`src/rtl/result_uart_tx_if.sv`:
```
// Port bundle between the calculator (master) and the result UART transmitter (slave).
// start is a one-cycle request taken only when busy is low; busy stays high until the message ends.
interface result_uart_tx_if;
    logic        start;
    logic [31:0] result;
    logic        busy;
    logic        tx;
    logic        tx_done;
    logic [1:0]  state_dbg;

    modport master (
        output start,
        output result,
        input  busy,
        input  tx,
        input  tx_done,
        input  state_dbg
    );

    modport slave (
        input  start,
        input  result,
        output busy,
        output tx,
        output tx_done,
        output state_dbg
    );
endinterface

```
`src/rtl/result_uart_tx.sv`:
```
// Sends a 32-bit result as eight uppercase hex digits plus CR LF over an 8N1 UART line.
// Handshake: start is accepted only while busy is 0; result is latched in that same cycle.
module result_uart_tx #(
    parameter int CLKS_PER_BIT = 868
) (
    input  logic             clk,
    input  logic             rst,
    result_uart_tx_if.slave  bus
);

    localparam int              CW        = (CLKS_PER_BIT > 1) ? $clog2(CLKS_PER_BIT) : 1;
    localparam logic [CW-1:0]   BIT_LAST  = CW'(CLKS_PER_BIT - 1);
    localparam logic [3:0]      CHAR_LAST = 4'd9;

    typedef enum logic [1:0] {
        IDLE      = 2'd0,
        START_BIT = 2'd1,
        DATA_BITS = 2'd2,
        STOP_BIT  = 2'd3
    } state_t;

    state_t          state;
    logic [CW-1:0]   bit_cnt;
    logic [2:0]      bit_idx;
    logic [3:0]      char_idx;
    logic [31:0]     result_q;
    logic            tx_q;
    logic            busy_q;
    logic            done_q;

    logic [3:0]      nibble;
    logic [7:0]      cur_char;
    logic [2:0]      bit_next;
    logic            bit_end;

    // Character 0 is the most significant nibble; characters 8 and 9 are CR and LF.
    always_comb begin
        nibble = 4'h0;
        case (char_idx)
            4'd0:    nibble = result_q[31:28];
            4'd1:    nibble = result_q[27:24];
            4'd2:    nibble = result_q[23:20];
            4'd3:    nibble = result_q[19:16];
            4'd4:    nibble = result_q[15:12];
            4'd5:    nibble = result_q[11:8];
            4'd6:    nibble = result_q[7:4];
            4'd7:    nibble = result_q[3:0];
            default: nibble = 4'h0;
        endcase
    end

    always_comb begin
        cur_char = 8'h0A;
        if (char_idx < 4'd8) begin
            if (nibble < 4'd10) begin
                cur_char = 8'h30 + {4'h0, nibble};
            end else begin
                cur_char = 8'h37 + {4'h0, nibble};
            end
        end else if (char_idx == 4'd8) begin
            cur_char = 8'h0D;
        end
    end

    assign bit_end  = (bit_cnt == BIT_LAST);
    assign bit_next = bit_idx + 3'd1;

    // tx is registered and updated on the edge that ends each bit period, so the
    // line changes exactly on bit boundaries and the first start bit follows start by one cycle.
    always_ff @(posedge clk) begin
        if (rst) begin
            state    <= IDLE;
            bit_cnt  <= '0;
            bit_idx  <= '0;
            char_idx <= '0;
            result_q <= '0;
            tx_q     <= 1'b1;
            busy_q   <= 1'b0;
            done_q   <= 1'b0;
        end else begin
            done_q <= 1'b0;
            case (state)
                IDLE: begin
                    tx_q    <= 1'b1;
                    busy_q  <= 1'b0;
                    bit_cnt <= '0;
                    if (bus.start) begin
                        result_q <= bus.result;
                        char_idx <= 4'd0;
                        bit_idx  <= 3'd0;
                        tx_q     <= 1'b0;
                        busy_q   <= 1'b1;
                        state    <= START_BIT;
                    end
                end

                START_BIT: begin
                    if (bit_end) begin
                        bit_cnt <= '0;
                        bit_idx <= 3'd0;
                        tx_q    <= cur_char[0];
                        state   <= DATA_BITS;
                    end else begin
                        bit_cnt <= bit_cnt + CW'(1);
                    end
                end

                DATA_BITS: begin
                    if (bit_end) begin
                        bit_cnt <= '0;
                        if (bit_idx == 3'd7) begin
                            tx_q  <= 1'b1;
                            state <= STOP_BIT;
                        end else begin
                            bit_idx <= bit_next;
                            tx_q    <= cur_char[bit_next];
                        end
                    end else begin
                        bit_cnt <= bit_cnt + CW'(1);
                    end
                end

                STOP_BIT: begin
                    if (bit_end) begin
                        bit_cnt <= '0;
                        if (char_idx == CHAR_LAST) begin
                            char_idx <= 4'd0;
                            tx_q     <= 1'b1;
                            busy_q   <= 1'b0;
                            done_q   <= 1'b1;
                            state    <= IDLE;
                        end else begin
                            char_idx <= char_idx + 4'd1;
                            tx_q     <= 1'b0;
                            state    <= START_BIT;
                        end
                    end else begin
                        bit_cnt <= bit_cnt + CW'(1);
                    end
                end

                default: begin
                    state <= IDLE;
                end
            endcase
        end
    end

    assign bus.tx        = tx_q;
    assign bus.busy      = busy_q;
    assign bus.tx_done   = done_q;
    assign bus.state_dbg = state;

endmodule

```
`src/flat_wrapper.sv`:
```
// flat-port wrapper written by rule: the top's interface ports become plain ports
module result_uart_tx_flat 
#(
    parameter int CLKS_PER_BIT = 868
)
  (clk, rst, bus_start, bus_result, bus_busy, bus_tx, bus_tx_done, bus_state_dbg);
  result_uart_tx_if bus_i ();
  input  logic clk;
  input  logic rst;
  input wire logic [$bits(bus_i.start)-1:0] bus_start;
  input wire logic [$bits(bus_i.result)-1:0] bus_result;
  output wire logic [$bits(bus_i.busy)-1:0] bus_busy;
  output wire logic [$bits(bus_i.tx)-1:0] bus_tx;
  output wire logic [$bits(bus_i.tx_done)-1:0] bus_tx_done;
  output wire logic [$bits(bus_i.state_dbg)-1:0] bus_state_dbg;
  assign bus_i.start = bus_start;
  assign bus_i.result = bus_result;
  assign bus_busy = bus_i.busy;
  assign bus_tx = bus_i.tx;
  assign bus_tx_done = bus_i.tx_done;
  assign bus_state_dbg = bus_i.state_dbg;
  result_uart_tx #(.CLKS_PER_BIT(CLKS_PER_BIT)) u_core (.clk(clk), .rst(rst), .bus(bus_i));
endmodule
```
`config.mk`:
```
export PLATFORM = sky130hd
export DESIGN_NAME = result_uart_tx_flat
export DESIGN_NICKNAME = d
export VERILOG_FILES = /design/src/rtl/result_uart_tx_if.sv /design/src/rtl/result_uart_tx.sv /design/src/flat_wrapper.sv
export SDC_FILE = /design/constraint.sdc
export NUM_CORES = 1
export LEC_CHECK = 0
export CAP_MARGIN = 5
export CORE_UTILIZATION = 58
export DETAILED_ROUTE_END_ITERATION = 8
export PLACE_DENSITY = 0.85
export SKIP_LAST_GASP = 1
export SLEW_MARGIN = 20
export SYNTH_ARGS = -nofsm -noshare
export SYNTH_HDL_FRONTEND = slang
export SYNTH_SLANG_ARGS = --single-unit
export TNS_END_PERCENT = 1
```
`constraint.sdc`:
```
create_clock -name clk -period 5.1 [get_ports clk]
set_clock_uncertainty 0.05 [all_clocks]
set_input_delay 1.275 -clock clk [delete_from_list [all_inputs] [get_ports clk]]
set_output_delay 1.275 -clock clk [all_outputs]
set_load 0.1 [all_outputs]
```
==> results.md <==
* **status** completed
* **Boundary Pins** 40
* **total number of nets in the final design** 409
* **die extent in x** 70.2 um
* **Critical Path Start Type** flop
* **vias in the first global route** 2227
* **Yosys top cell by area** sky130_fd_sc_hd__dfxtp_1
* **overall routed net length** 5.60 mm
* **total of cells resized after clock tree synthesis** 0
* **wire length of the first global-routing pass** 10.1 mm
* **Vias** 2338
* **largest net degree at the start of global routing** 47
* **worst min-delay path category** reg -> reg
* **pre-CTS setup slack** 1.88 ns
* **wire length per cell after detailed routing** 13.3 um
* **cell type of the slowest stage on the worst timing path** sky130_fd_sc_hd__clkdlybuf4s50_1
* **clock tree from TritonCTS** built
* **final hold violation count** 0
* **floorplan core area** 4410 um2
* **layout cell share with drive strength beyond 1** 5.71%
* **endpoint class of the critical path** primary output
* **post-route ant nets** 0
* **cells traversed along the worst timing path** clkdlybuf4s50_1
* **CTS Root Cell** sky130_fd_sc_hd__clkbuf_8
* **most common library cells after synthesis** sky130_fd_sc_hd__nand2_1 (76), sky130_fd_sc_hd__dfxtp_1 (54), sky130_fd_sc_hd__a21oi_1 (40)
* **Area growth syn-to-layout** 17.8%
* **Async S/R FF share, synth** 0%
* **Req. time, crit path** 3.77 ns
* **TNS Setup** 0 ns
* **worst slew pin tran** 0.980 ns
* **area occupied by multi-input gates** 1500 um2
* **critical path class** reg -> out
* **Max Root-Sink Buffers** 2
* **biggest area contributors in the synthesized netlist** sky130_fd_sc_hd__dfxtp_1 (40%), sky130_fd_sc_hd__nand2_1 (11%), sky130_fd_sc_hd__a21oi_1 (7.4%), sky130_fd_sc_hd__nor2_1 (4.7%), sky130_fd_sc_hd__mux4_2 (3.3%)
* **hold slack** 0.406 ns
* **area used by sequential logic in the layout** 1080 um2
* **Max transition margin** 34.5%
* **number of antenna violations at the first check in global routing** 0
* **Final Wtd Congestion** 0.899
* **Avg Inst Size Synth** 7.96 um2
* **number of buffers added on ports** 39
* **initial core utilization** 61.1%
* **post-route setup slack** 1.89 ns
* **highest clock rate** 312 MHz
* **sequential cell area fraction in the yosys report** 40.1%
* **maximum VDD drop** 0.256 mV
* **number of iterations in the first detailed-routing pass** 4
* **Synth Register Bits** 54
* **Syn Nets** 381
* **total number of clock tree sinks** 54
* **area enclosed by the die boundary** 4930 um2
* **detailed-route vias per instance** 5.57
* **number of buffers added to fix hold violations after cts** 0
* **Post-Syn Area** 2700 um2
* **drt initial violations** 135
* **clock latency reported for the late side of the worst-skew pair** 0.30 ns
* **synth warn** 0
* **number of levels the H-tree was split into** 2
* **Die Y-Extent** 70.2 um
* **final number of max-transition violations** 0
* **total clock buffers created by CTS** 5
* **GRT Residual Overflow** 0
* **dominant synthesized flop cell** sky130_fd_sc_hd__dfxtp_1
* **RSZ-0062 raised after global routing** false
* **CP delay by family, top** buffers and inverters
* **GRT Overall Usage** 24.9%
* **Cells after Synth** 339
* **number of post-CTS setup repair buffers** 0
* **area fraction of the dominant cell type after synthesis** 40.1%
* **Min Clock Period, post-route** 3.21 ns
* **final antenna diode count** 0
* **final-report setup violation count** 0
* **DRC viols** 0
* **CP arrival** 1.88 ns
* **largest driver fanout on the critical path** 6
* **clock transition at the registers of the reported paths** 0.09 ns
* **most common cell in the synthesized netlist** sky130_fd_sc_hd__nand2_1
* **number of max-cap violations** 0
* **largest incremental delay on the critical path** 1.16 ns
* **row cnt** 24
* **final critical-path share of the clock period** 62.9%
* **total power density per cell area** 400 nW/um2
* **post-synth cell types** 53
* **number of buffers and inverters on the critical path** 1
* **leakage dissipation** 1.16 nW
* **count of flip-flops with a built-in enable after synthesis** 0
* **Post-DP HPWL** 4.03 mm
* **filler cell count** 360
-- placed cells by master (no fill, tap or decap), types with 2 or more instances in the layout --
cell                              synthesis  final
sky130_fd_sc_hd__a21oi_1                 40     40
sky130_fd_sc_hd__a22oi_1                  2      2
sky130_fd_sc_hd__a2bb2oi_1                2      2
sky130_fd_sc_hd__and3_1                   2      2
sky130_fd_sc_hd__and4_1                   2      2
sky130_fd_sc_hd__buf_4                    0      2
sky130_fd_sc_hd__clkbuf_8                 0      6
sky130_fd_sc_hd__clkdlybuf4s50_1          0     39
sky130_fd_sc_hd__dfxtp_1                 54     54
sky130_fd_sc_hd__ha_1                     7      7
sky130_fd_sc_hd__inv_1                   10     10
sky130_fd_sc_hd__mux2i_1                  8      8
sky130_fd_sc_hd__mux4_2                   4      4
sky130_fd_sc_hd__nand2_1                 76     76
sky130_fd_sc_hd__nand2b_1                 5      5
sky130_fd_sc_hd__nand3_1                  9      9
sky130_fd_sc_hd__nand3b_1                 2      2
sky130_fd_sc_hd__nand4_1                  3      3
sky130_fd_sc_hd__nand4b_1                 2      2
sky130_fd_sc_hd__nor2_1                  34     34
sky130_fd_sc_hd__nor2b_1                  4      4
sky130_fd_sc_hd__nor3_1                   3      3
sky130_fd_sc_hd__o211ai_1                 2      2
sky130_fd_sc_hd__o21ai_0                 13     13
sky130_fd_sc_hd__or3_1                    2      2
sky130_fd_sc_hd__xnor2_1                  3      3
sky130_fd_sc_hd__xor2_1                   4      4
-- path summary, 6_finish.rpt --
kind,startpoint,end,slack (ns),depth (start not counted)
min reg2reg,u_core.result_q[8]$_SDFFE_PP0P_,u_core.result_q[8]$_SDFFE_PP0P_,0.41,2
max reg2reg,u_core.char_idx[2]$_SDFFE_PP0P_,u_core.bus.tx$_SDFFE_PP1P_,2.24,7
max,u_core.bus.state_dbg[1]$_SDFFE_PP0P_,bus_state_dbg[1],1.89,1
min,u_core.result_q[8]$_SDFFE_PP0P_,u_core.result_q[8]$_SDFFE_PP0P_,0.41,2
-- where the power goes --
part / internal (mW) / switching (mW) / total, mW
clock: 0.113 / 0.137 / 0.249
combinational: 0.183 / 0.311 / 0.494
sequential: 0.485 / 0.0439 / 0.529
total: 0.781 / 0.492 / 1.27
-- sequential cells by signal, summed over array words and instances, names as in the netlist --
signal,flops
u_core.bus.busy,1
u_core.bus.tx,1
u_core.bus.tx_done,1
u_core.char_idx,4
u_core.bit_idx,3
u_core.bit_cnt,10
u_core.bus.state_dbg,2
u_core.result_q,32
-- layout make-up --
class	instances	share of cell area (%)
multi-input combinational	255	47.0
timing repair buffer	41	12.7
clock buffer	7	2.71
tap	52	2.05
inverter	10	1.18
sequential	54	34.0
clock inverter	1	0.275
-- routing by layer --
layer	up-vias	share of wire, %	global-route usage (%)
met5	-	0	0
met4	0	0.68	6.44
met3	4	3.3	4.91
met2	43	48	39.7
met1	1076	48	34.6
li1	1215	-	-
-- kinds of logic after synthesis --
kind of cell	Yosys count	share of synthesized area (%)
mux	15	7.79
buf+inv	30	4.54
simple gates	153	26.1
compound gates	73	16.0
fa+ha+maj	7	3.25
xor+xnor	7	2.27
flops	54	40.1
-- worst min-delay path, stage by stage (launching register included) --
cell                      delay, ns
sky130_fd_sc_hd__dfxtp_1       0.32
sky130_fd_sc_hd__nand2_1       0.05
sky130_fd_sc_hd__a21oi_1       0.05
-- per-stage QoR --
step	instance area, um2	cells	total power [mW]	util (%)
5_1_grt	3180	420	1.36	72.1
4_1_cts	3180	420	1.28	72.0
3_3_place_gp	3080	412	1.02	69.9
2_1_floorplan	2700	339	0.910	-
3_5_place_dp	3080	412	1.03	69.9
6_report	3180	420	1.27	72.1
No activity file was read; power rests on OpenSTA's default activity.
